File: config.mk
export PLATFORM = sky130hd
export DESIGN_NAME = aes_round_sequencer_flat
export DESIGN_NICKNAME = d
export VERILOG_FILES = /design/src/rtl/aes_round_sequencer_if.sv /design/src/rtl/aes_round_sequencer.sv /design/src/flat_wrapper.sv
export SDC_FILE = /design/constraint.sdc
export NUM_CORES = 1
export LEC_CHECK = 0
export ABC_AREA = 1
export BUFFER_PORTS_ARGS = -buffer_cell sky130_fd_sc_hd__buf_4
export CAP_MARGIN = 10
export CELL_PAD_IN_SITES_DETAIL_PLACEMENT = 0
export CELL_PAD_IN_SITES_GLOBAL_PLACEMENT = 1
export CORE_UTILIZATION = 39
export DETAILED_ROUTE_END_ITERATION = 10
export PLACE_DENSITY_LB_ADDON = 0.1
export SLEW_MARGIN = 20
export SYNTH_ARGS = -nofsm -noshare
export SYNTH_HDL_FRONTEND = slang
export SYNTH_SLANG_ARGS = --single-unit
File: constraint.sdc
create_clock -name clk -period 22 [get_ports clk]
set_clock_uncertainty 0.1 [all_clocks]
set_input_delay 5.5 -clock clk [delete_from_list [all_inputs] [get_ports clk]]
set_output_delay 5.5 -clock clk [all_outputs]
set_load 0.005 [all_outputs]
File: src/rtl/aes_round_sequencer_if.sv
// Bus bundle for the AES round sequencer.
// Groups the byte-serial load/unload stream and the round-datapath handshake.
//   slave  : the sequencer (consumes bytes and datapath results, drives
//            load/ready, round launch, ciphertext stream and err)
//   master : the environment (byte source/sink and the shared round datapath)
interface aes_round_sequencer_if;
   logic         enable;
   logic         in_valid;
   logic [7:0]   key_byte;
   logic [7:0]   state_byte;
   logic         load;
   logic         ready;
   logic         dp_start;
   logic [3:0]   dp_round;
   logic         dp_last;
   logic [127:0] dp_state;
   logic [127:0] dp_key;
   logic [127:0] dp_state_in;
   logic [127:0] dp_key_in;
   logic         dp_done;
   logic         out_valid;
   logic [7:0]   state_out_byte;
   logic         err;

   modport slave (
      input  enable, in_valid, key_byte, state_byte,
      input  dp_state_in, dp_key_in, dp_done,
      output load, ready, dp_start, dp_round, dp_last, dp_state, dp_key,
      output out_valid, state_out_byte, err
   );

   modport master (
      output enable, in_valid, key_byte, state_byte,
      output dp_state_in, dp_key_in, dp_done,
      input  load, ready, dp_start, dp_round, dp_last, dp_state, dp_key,
      input  out_valid, state_out_byte, err
   );
endinterface

File: src/rtl/aes_round_sequencer.sv
// Iterative AES-128 encryption controller.
// Loads key and plaintext byte-serially (MSB first), applies the initial
// AddRoundKey, drives one shared external round datapath through rounds
// 1..NUM_ROUNDS and streams the ciphertext out byte-serially.
// Ports:
//   clk, rst : clock and asynchronous active-high reset
//   bus      : slave side of aes_round_sequencer_if
//              (enable/in_valid/key_byte/state_byte in, load/ready out,
//               dp_start/dp_round/dp_last/dp_state/dp_key out,
//               dp_state_in/dp_key_in/dp_done in,
//               out_valid/state_out_byte/err out)
module aes_round_sequencer #(
   parameter int unsigned NUM_ROUNDS = 10,
   parameter int unsigned WAIT_LIMIT = 64
) (
   input logic                  clk,
   input logic                  rst,
   aes_round_sequencer_if.slave bus
);

   localparam int unsigned WAIT_W = (WAIT_LIMIT > 2) ? $clog2(WAIT_LIMIT) : 1;

   typedef enum logic [2:0] {IDLE, LOAD, ARK0, ISSUE, WAIT, OUTPUT} state_t;

   state_t              state;
   logic [127:0]        key_r;
   logic [127:0]        state_r;
   logic [3:0]          byte_cnt;
   logic [3:0]          round_cnt;
   logic [WAIT_W-1:0]   wait_cnt;
   logic [6:0]          byte_lsb;
   logic                accept;

   // Byte n (MSB first) sits at bits [127-8n -: 8], i.e. LSB index 8*(15-n).
   assign byte_lsb = {~byte_cnt, 3'b000};
   assign accept   = bus.enable & bus.in_valid;

   // Datapath operands come straight from the working registers, which are
   // only rewritten on dp_done, so they stay stable for the whole round.
   assign bus.dp_state = state_r;
   assign bus.dp_key   = key_r;

   // Ciphertext stream: enable-qualified valid, byte selected by byte_cnt.
   assign bus.out_valid      = (state == OUTPUT) & bus.enable;
   assign bus.state_out_byte = (state == OUTPUT) ? state_r[byte_lsb +: 8] : 8'h00;

   // Sequencer FSM with registered control outputs.
   always_ff @(posedge clk or posedge rst) begin
      if (rst) begin
         state        <= IDLE;
         key_r        <= '0;
         state_r      <= '0;
         byte_cnt     <= '0;
         round_cnt    <= '0;
         wait_cnt     <= '0;
         bus.load     <= 1'b1;
         bus.ready    <= 1'b1;
         bus.dp_start <= 1'b0;
         bus.dp_round <= '0;
         bus.dp_last  <= 1'b0;
         bus.err      <= 1'b0;
      end else begin
         bus.dp_start <= 1'b0;
         bus.err      <= 1'b0;
         case (state)
            IDLE: begin
               if (accept) begin
                  key_r[127:120]   <= bus.key_byte;
                  state_r[127:120] <= bus.state_byte;
                  byte_cnt         <= 4'd1;
                  bus.ready        <= 1'b0;
                  state            <= LOAD;
               end
            end
            LOAD: begin
               if (accept) begin
                  key_r[byte_lsb +: 8]   <= bus.key_byte;
                  state_r[byte_lsb +: 8] <= bus.state_byte;
                  byte_cnt               <= byte_cnt + 4'd1;
                  if (byte_cnt == 4'd15) begin
                     bus.load <= 1'b0;
                     state    <= ARK0;
                  end
               end
            end
            ARK0: begin
               state_r      <= state_r ^ key_r;
               round_cnt    <= 4'd1;
               bus.dp_start <= 1'b1;
               bus.dp_round <= 4'd1;
               bus.dp_last  <= (NUM_ROUNDS == 1);
               state        <= ISSUE;
            end
            ISSUE: begin
               wait_cnt    <= '0;
               bus.dp_last <= 1'b0;
               state       <= WAIT;
            end
            WAIT: begin
               if (bus.dp_done) begin
                  state_r <= bus.dp_state_in;
                  key_r   <= bus.dp_key_in;
                  if (round_cnt == 4'(NUM_ROUNDS)) begin
                     byte_cnt <= '0;
                     state    <= OUTPUT;
                  end else begin
                     round_cnt    <= round_cnt + 4'd1;
                     bus.dp_start <= 1'b1;
                     bus.dp_round <= round_cnt + 4'd1;
                     bus.dp_last  <= ((round_cnt + 4'd1) == 4'(NUM_ROUNDS));
                     state        <= ISSUE;
                  end
               end else if (wait_cnt == WAIT_W'(WAIT_LIMIT - 2)) begin
                  // Counter would reach WAIT_LIMIT-1: abandon the block.
                  key_r        <= '0;
                  state_r      <= '0;
                  byte_cnt     <= '0;
                  round_cnt    <= '0;
                  wait_cnt     <= '0;
                  bus.dp_round <= '0;
                  bus.load     <= 1'b1;
                  bus.ready    <= 1'b1;
                  bus.err      <= 1'b1;
                  state        <= IDLE;
               end else begin
                  wait_cnt <= wait_cnt + WAIT_W'(1);
               end
            end
            OUTPUT: begin
               if (bus.enable) begin
                  byte_cnt <= byte_cnt + 4'd1;
                  if (byte_cnt == 4'd15) begin
                     bus.load  <= 1'b1;
                     bus.ready <= 1'b1;
                     state     <= IDLE;
                  end
               end
            end
            default: state <= IDLE;
         endcase
      end
   end

endmodule

File: src/flat_wrapper.sv
// flat-port wrapper written by rule: the top's interface ports become plain ports
module aes_round_sequencer_flat 
#(
   parameter int unsigned NUM_ROUNDS = 10,
   parameter int unsigned WAIT_LIMIT = 64
)
  (clk, rst, bus_enable, bus_in_valid, bus_key_byte, bus_state_byte, bus_dp_state_in, bus_dp_key_in, bus_dp_done, bus_load, bus_ready, bus_dp_start, bus_dp_round, bus_dp_last, bus_dp_state, bus_dp_key, bus_out_valid, bus_state_out_byte, bus_err);
  aes_round_sequencer_if bus_i ();
  input logic clk;
  input logic rst;
  input wire logic [$bits(bus_i.enable)-1:0] bus_enable;
  input wire logic [$bits(bus_i.in_valid)-1:0] bus_in_valid;
  input wire logic [$bits(bus_i.key_byte)-1:0] bus_key_byte;
  input wire logic [$bits(bus_i.state_byte)-1:0] bus_state_byte;
  input wire logic [$bits(bus_i.dp_state_in)-1:0] bus_dp_state_in;
  input wire logic [$bits(bus_i.dp_key_in)-1:0] bus_dp_key_in;
  input wire logic [$bits(bus_i.dp_done)-1:0] bus_dp_done;
  output wire logic [$bits(bus_i.load)-1:0] bus_load;
  output wire logic [$bits(bus_i.ready)-1:0] bus_ready;
  output wire logic [$bits(bus_i.dp_start)-1:0] bus_dp_start;
  output wire logic [$bits(bus_i.dp_round)-1:0] bus_dp_round;
  output wire logic [$bits(bus_i.dp_last)-1:0] bus_dp_last;
  output wire logic [$bits(bus_i.dp_state)-1:0] bus_dp_state;
  output wire logic [$bits(bus_i.dp_key)-1:0] bus_dp_key;
  output wire logic [$bits(bus_i.out_valid)-1:0] bus_out_valid;
  output wire logic [$bits(bus_i.state_out_byte)-1:0] bus_state_out_byte;
  output wire logic [$bits(bus_i.err)-1:0] bus_err;
  assign bus_i.enable = bus_enable;
  assign bus_i.in_valid = bus_in_valid;
  assign bus_i.key_byte = bus_key_byte;
  assign bus_i.state_byte = bus_state_byte;
  assign bus_i.dp_state_in = bus_dp_state_in;
  assign bus_i.dp_key_in = bus_dp_key_in;
  assign bus_i.dp_done = bus_dp_done;
  assign bus_load = bus_i.load;
  assign bus_ready = bus_i.ready;
  assign bus_dp_start = bus_i.dp_start;
  assign bus_dp_round = bus_i.dp_round;
  assign bus_dp_last = bus_i.dp_last;
  assign bus_dp_state = bus_i.dp_state;
  assign bus_dp_key = bus_i.dp_key;
  assign bus_out_valid = bus_i.out_valid;
  assign bus_state_out_byte = bus_i.state_out_byte;
  assign bus_err = bus_i.err;
  aes_round_sequencer #(.NUM_ROUNDS(NUM_ROUNDS), .WAIT_LIMIT(WAIT_LIMIT)) u_core (.clk(clk), .rst(rst), .bus(bus_i));
endmodule
== After elaboration in Yosys (flattened, before gate mapping) ==
Index checks and enable logic that the tools add are counted.
Widths: inputs -> output; s select.
Operators by class
  add/sub/neg operators: 4
  equal/unequal tests: 21
  shift-type cells: 4
  multiplexer cells: 54
  bitwise logic cells: 4
  reduce and logical (&&, ||, !) cells: 23
Operator list (count)
  $mux 128: 5
  $pmux 120 s3: 1
  $bwmux 128: 2
  $shiftx 8x9->128: 2
  $pmux 120 s2: 1
  $shift 8x9->128 const A: 1
  $shiftx 128x8->8: 1
  $xor 128x128->128: 1
  $mux 4: 8
  $pmux 8 s4: 1
  $mux 3: 8
  $mux 8: 3
  $pmux 8 s3: 1
  $pmux 3 s6: 1
  $reduce_and 6->1: 3
  $pmux 4 s4: 1
  $mux 1: 14
  $eq 4x4->1 const B: 3
  $mux 6: 2
  $pmux 6 s2: 1
  $reduce_and 3->1: 4
  $reduce_bool 3->1: 4
  $ne 2x2->1 const B: 5
  $neg 7->9: 1
  other kinds (21): 36
Storage, ports and cells
  bits in registers: 278
  input port bits: 277
  output and inout port bits: 274
  word-level logic and storage cells: 123

== Depth between registers and ports, before layout ==
  word-level depth: 6
  mapped depth: 15
  gate-level depth less buffers: 12

== Worst setup path before layout ==
Ideal clock, no wire load.
  path kind: input port to output port
  start: input bus_enable
  end: output bus_out_valid
  data arrival time: 5630 ps
  required time: 16400 ps
  path slack: 10770 ps
  stages on the path: 2
  buffers on the path: 0
  path through: inv_1 nor2_1
Between the ends
  longest elaborated chain between the ends: 1
RTL lines
  start: declaration: line flat_wrapper.sv:11  | input wire logic [$bits(bus_i.enable)-1:0] bus_enable;
  $and 1x1->1: line aes_round_sequencer.sv:44  | assign bus.out_valid = (state == OUTPUT) & bus.enable;
  end: declaration: line flat_wrapper.sv:25  | output wire logic [$bits(bus_i.out_valid)-1:0] bus_out_valid;
Every way passes these cells.

== Worst setup path in the final report ==
Same ends and word-level chain as after synthesis.

==> flow_metrics.tcl <==
set metrics [dict create \
    port_buffers 550 \
    crit_chain "buf_4 -> inv_1 -> nor2_1 -> buf_4" \
    drive_gt1_share_pct 23.7 \
    crit_path_start "bus_enable" \
    core_sq_mm 0.0470 \
    p_leak_uw 0.0129 \
    yosysUniqueCellTypes 43 \
    critPathTopFamily "buffers and inverters" \
    viasPerCell 5.53 \
    synth-edff-count 0 \
    hold_violations 0 \
    syn_area_sq_mm 0.0187 \
    layout_setup_ws_ns 10.53 \
    cp.arrival_ns 5.87 \
    end_kind "output port" \
    synth_ff_type "dfrtp_1" \
    synth.yosys.warnings 0 \
    min_path_cells 2 \
    synth_area_leaders "dfrtp_1 (37%), nand2_1 (25%), o21ai_0 (5.7%)" \
    pre_cts_ws_ns 10.52 \
    synth_top_cell_by_area "dfrtp_1" \
    fin_nets 3603 \
    post-route-cell-area_sq_mm 0.0244 \
    hold_path_class "flop to flop" \
    cpPeakStageDelay_ns 0.14 \
    slew_headroom_pct 26.6 \
    rr_endpoint "u_core.bus.dp_key[84]" \
    synthToLayoutAreaGrowth_pct 30.0 \
    cts_buffers 36 \
    cts_tree "yes" \
    first_global_vias 20334 \
    grt_pass1_wl_mm 134 \
    drc 0 \
    r2r_slack_ns 17.30 \
    worst_slew_pin_slew_ns 1.10 \
    fp.dieH_microns 221 \
    final_cell_mix "nand2_1 (1,247), buf_4 (563), dfrtp_1 (275), o21ai_0 (212), nand3_1 (190)" \
    drt_first_pass_iters 7 \
    status "completed" \
    final_common_cell "nand2_1" \
    worstSkewPairLatency_ns 0.58 \
    gp_congestion 0.929 \
    synth_top_area_share_pct 36.8 \
    cap_violations 0 \
    seq_area_frac_synth_pct 37.1 \
    io-pin-count 551 \
    grt_max_degree 188 \
    reg2reg_depth 10 \
    clock.fmax_mhz 87.1 \
    avgSynthCellArea_sq_um 6.62 \
    vias 21864 \
    wl_mm 92.5 \
    required_ns 16.40 \
    critPathKind "primary input to output port" \
    cpMostUsedCell "buf_4" \
    rows 79 \
    critPathCapture "bus_out_valid" \
    die_w_microns 221 \
    async_flop_share_pct 100 \
    setup_viol 0 \
    grtUsageTotal_pct 36.8 \
    timing.final.crit_share_pct 52.2 \
    drt_iter0_drc 2679 \
    place_area_sq_mm 0.0232 \
    path_depth 4 \
    hold_buffers 0 \
    rsz0062_at_grt "false" \
    r2r-start "u_core.byte_cnt[0]" \
    start_util_pct 39.9 \
    gr-total-overflow 0 \
    cp_max_fo 4 \
    ys_seq_elements 278 \
    syn_inst 2833 \
    place_hpwl_mm 70.4 \
    clkSinkCount 278 \
    drtAntennaViolNets 0 \
    clk_pin_slew_ns 0.05 \
    start_kind "primary input" \
    synth_nets 3119 \
    htreeDepth 2 \
    slowest_stage "buf_4" \
    cts.repair.resized 0 \
    wl_per_cell_microns 23.4 \
    min_period_ns 11.47 \
    fin_tns_setup_ns 0 \
    drv_slew 0 \
    cts_setup_buffers 0 \
    ir_worst_vdd_uv 112 \
    cp.buffers_inverters 3 \
    p_per_area_mw_per_mm2 129 \
    cts_root_buffer "clkbuf_16" \
    clock_path_buffers 3 \
    antenna_found_initial 6 \
    dieArea_sq_mm 0.0489 \
]
## cells in the mapped netlist, drive strengths merged, types with 31 or more instances
library cell	n
nand2	1257
buf	73
inv	180
nor2	181
dfrtp	276
a21oi	95
clkbuf	45
o21ai	240
nand3	199
or2	75
a22oi	34
a32oi	36
o211ai	31
xor2	36
## routing by layer
metal | GRT usage, % | wire (microns) | up-vias
met5 | 0 | 28 | -
li1 | - | - | 10135
met1 | 51.4 | 39500 | 10357
met4 | 14.3 | 3550 | 4
met2 | 56.8 | 41300 | 1191
met3 | 6.17 | 8070 | 177
## cell families after synthesis
group / Yosys count / share of synthesized area, %
AND/OR/NAND/NOR: 1731 / 38.0
adder cells (fa/ha/maj): 9 / 0.601
buffers and inverters: 301 / 6.62
XOR/XNOR: 49 / 2.29
AO/OA/AOI/OAI: 465 / 15.3
flip-flops: 278 / 37.1
## final cells by class
class	instances	area [sq um]
Clock buffer	52	1050
Multi-Input combinational cell	2254	10600
Tap cell	607	759
Timing Repair Buffer	564	4250
Inverter	183	697
Clock inverter	12	95.1
Fill cell	4806	22600
Antenna cell	3	7.51
Sequential cell	278	6960
## power by group
part / internal [uW] / total, uW / switching (uW)
logic: 556 / 1640 / 1080
registers: 664 / 909 / 245
clock network: 344 / 594 / 249
## worst register-to-register path: stages (launching register included)
cell and delay, ns:
dfrtp_2 0.34, buf_4 0.60, inv_2 0.06, buf_4 0.37, ha_1 0.82, clkinv_1 0.45, nor2_1 0.93, nand2_1 0.18
nor2_1 0.46, a21boi_0 0.16, o21ai_0 0.17
## registers in the layout, summed over array words and instances, names as in the netlist
| signal | cells |
|---|---|
| u_core.wait_cnt | 6 |
| u_core.round_cnt | 4 |
| u_core.state | 3 |
| u_core.bus.dp_state | 128 |
| u_core.bus.ready | 1 |
| u_core.bus.dp_last | 1 |
| u_core.bus.err | 1 |
| u_core.byte_cnt | 4 |
| u_core.bus.load | 1 |
| u_core.bus.dp_key | 128 |
| u_core.bus.dp_start | 1 |
## stage by stage
step / util, % / power, uW / cells / hold slack (ns)
floorplan: - / 1770 / 2833 / 0.351
global placement: 49.4 / 2490 / 3886 / 0.361
detailed placement: 49.4 / 2510 / 3886 / 0.361
CTS: 51.9 / 3110 / 3950 / 0.376
global route: 51.9 / 3310 / 3953 / 0.395
finish: 51.9 / 3140 / 3953 / 0.376
## worst min-delay path by stage
stage	start	end	slack (ns)
floorplan	u_core.bus.load	u_core.bus.load	0.35
global placement	u_core.bus.load	u_core.bus.load	0.36
detailed placement	u_core.bus.load	u_core.bus.load	0.36
CTS	u_core.bus.load	u_core.bus.load	0.38
global route	u_core.bus.load	u_core.bus.load	0.40
finish	u_core.bus.load	u_core.bus.load	0.38
Power figures use the tool's default switching activity.
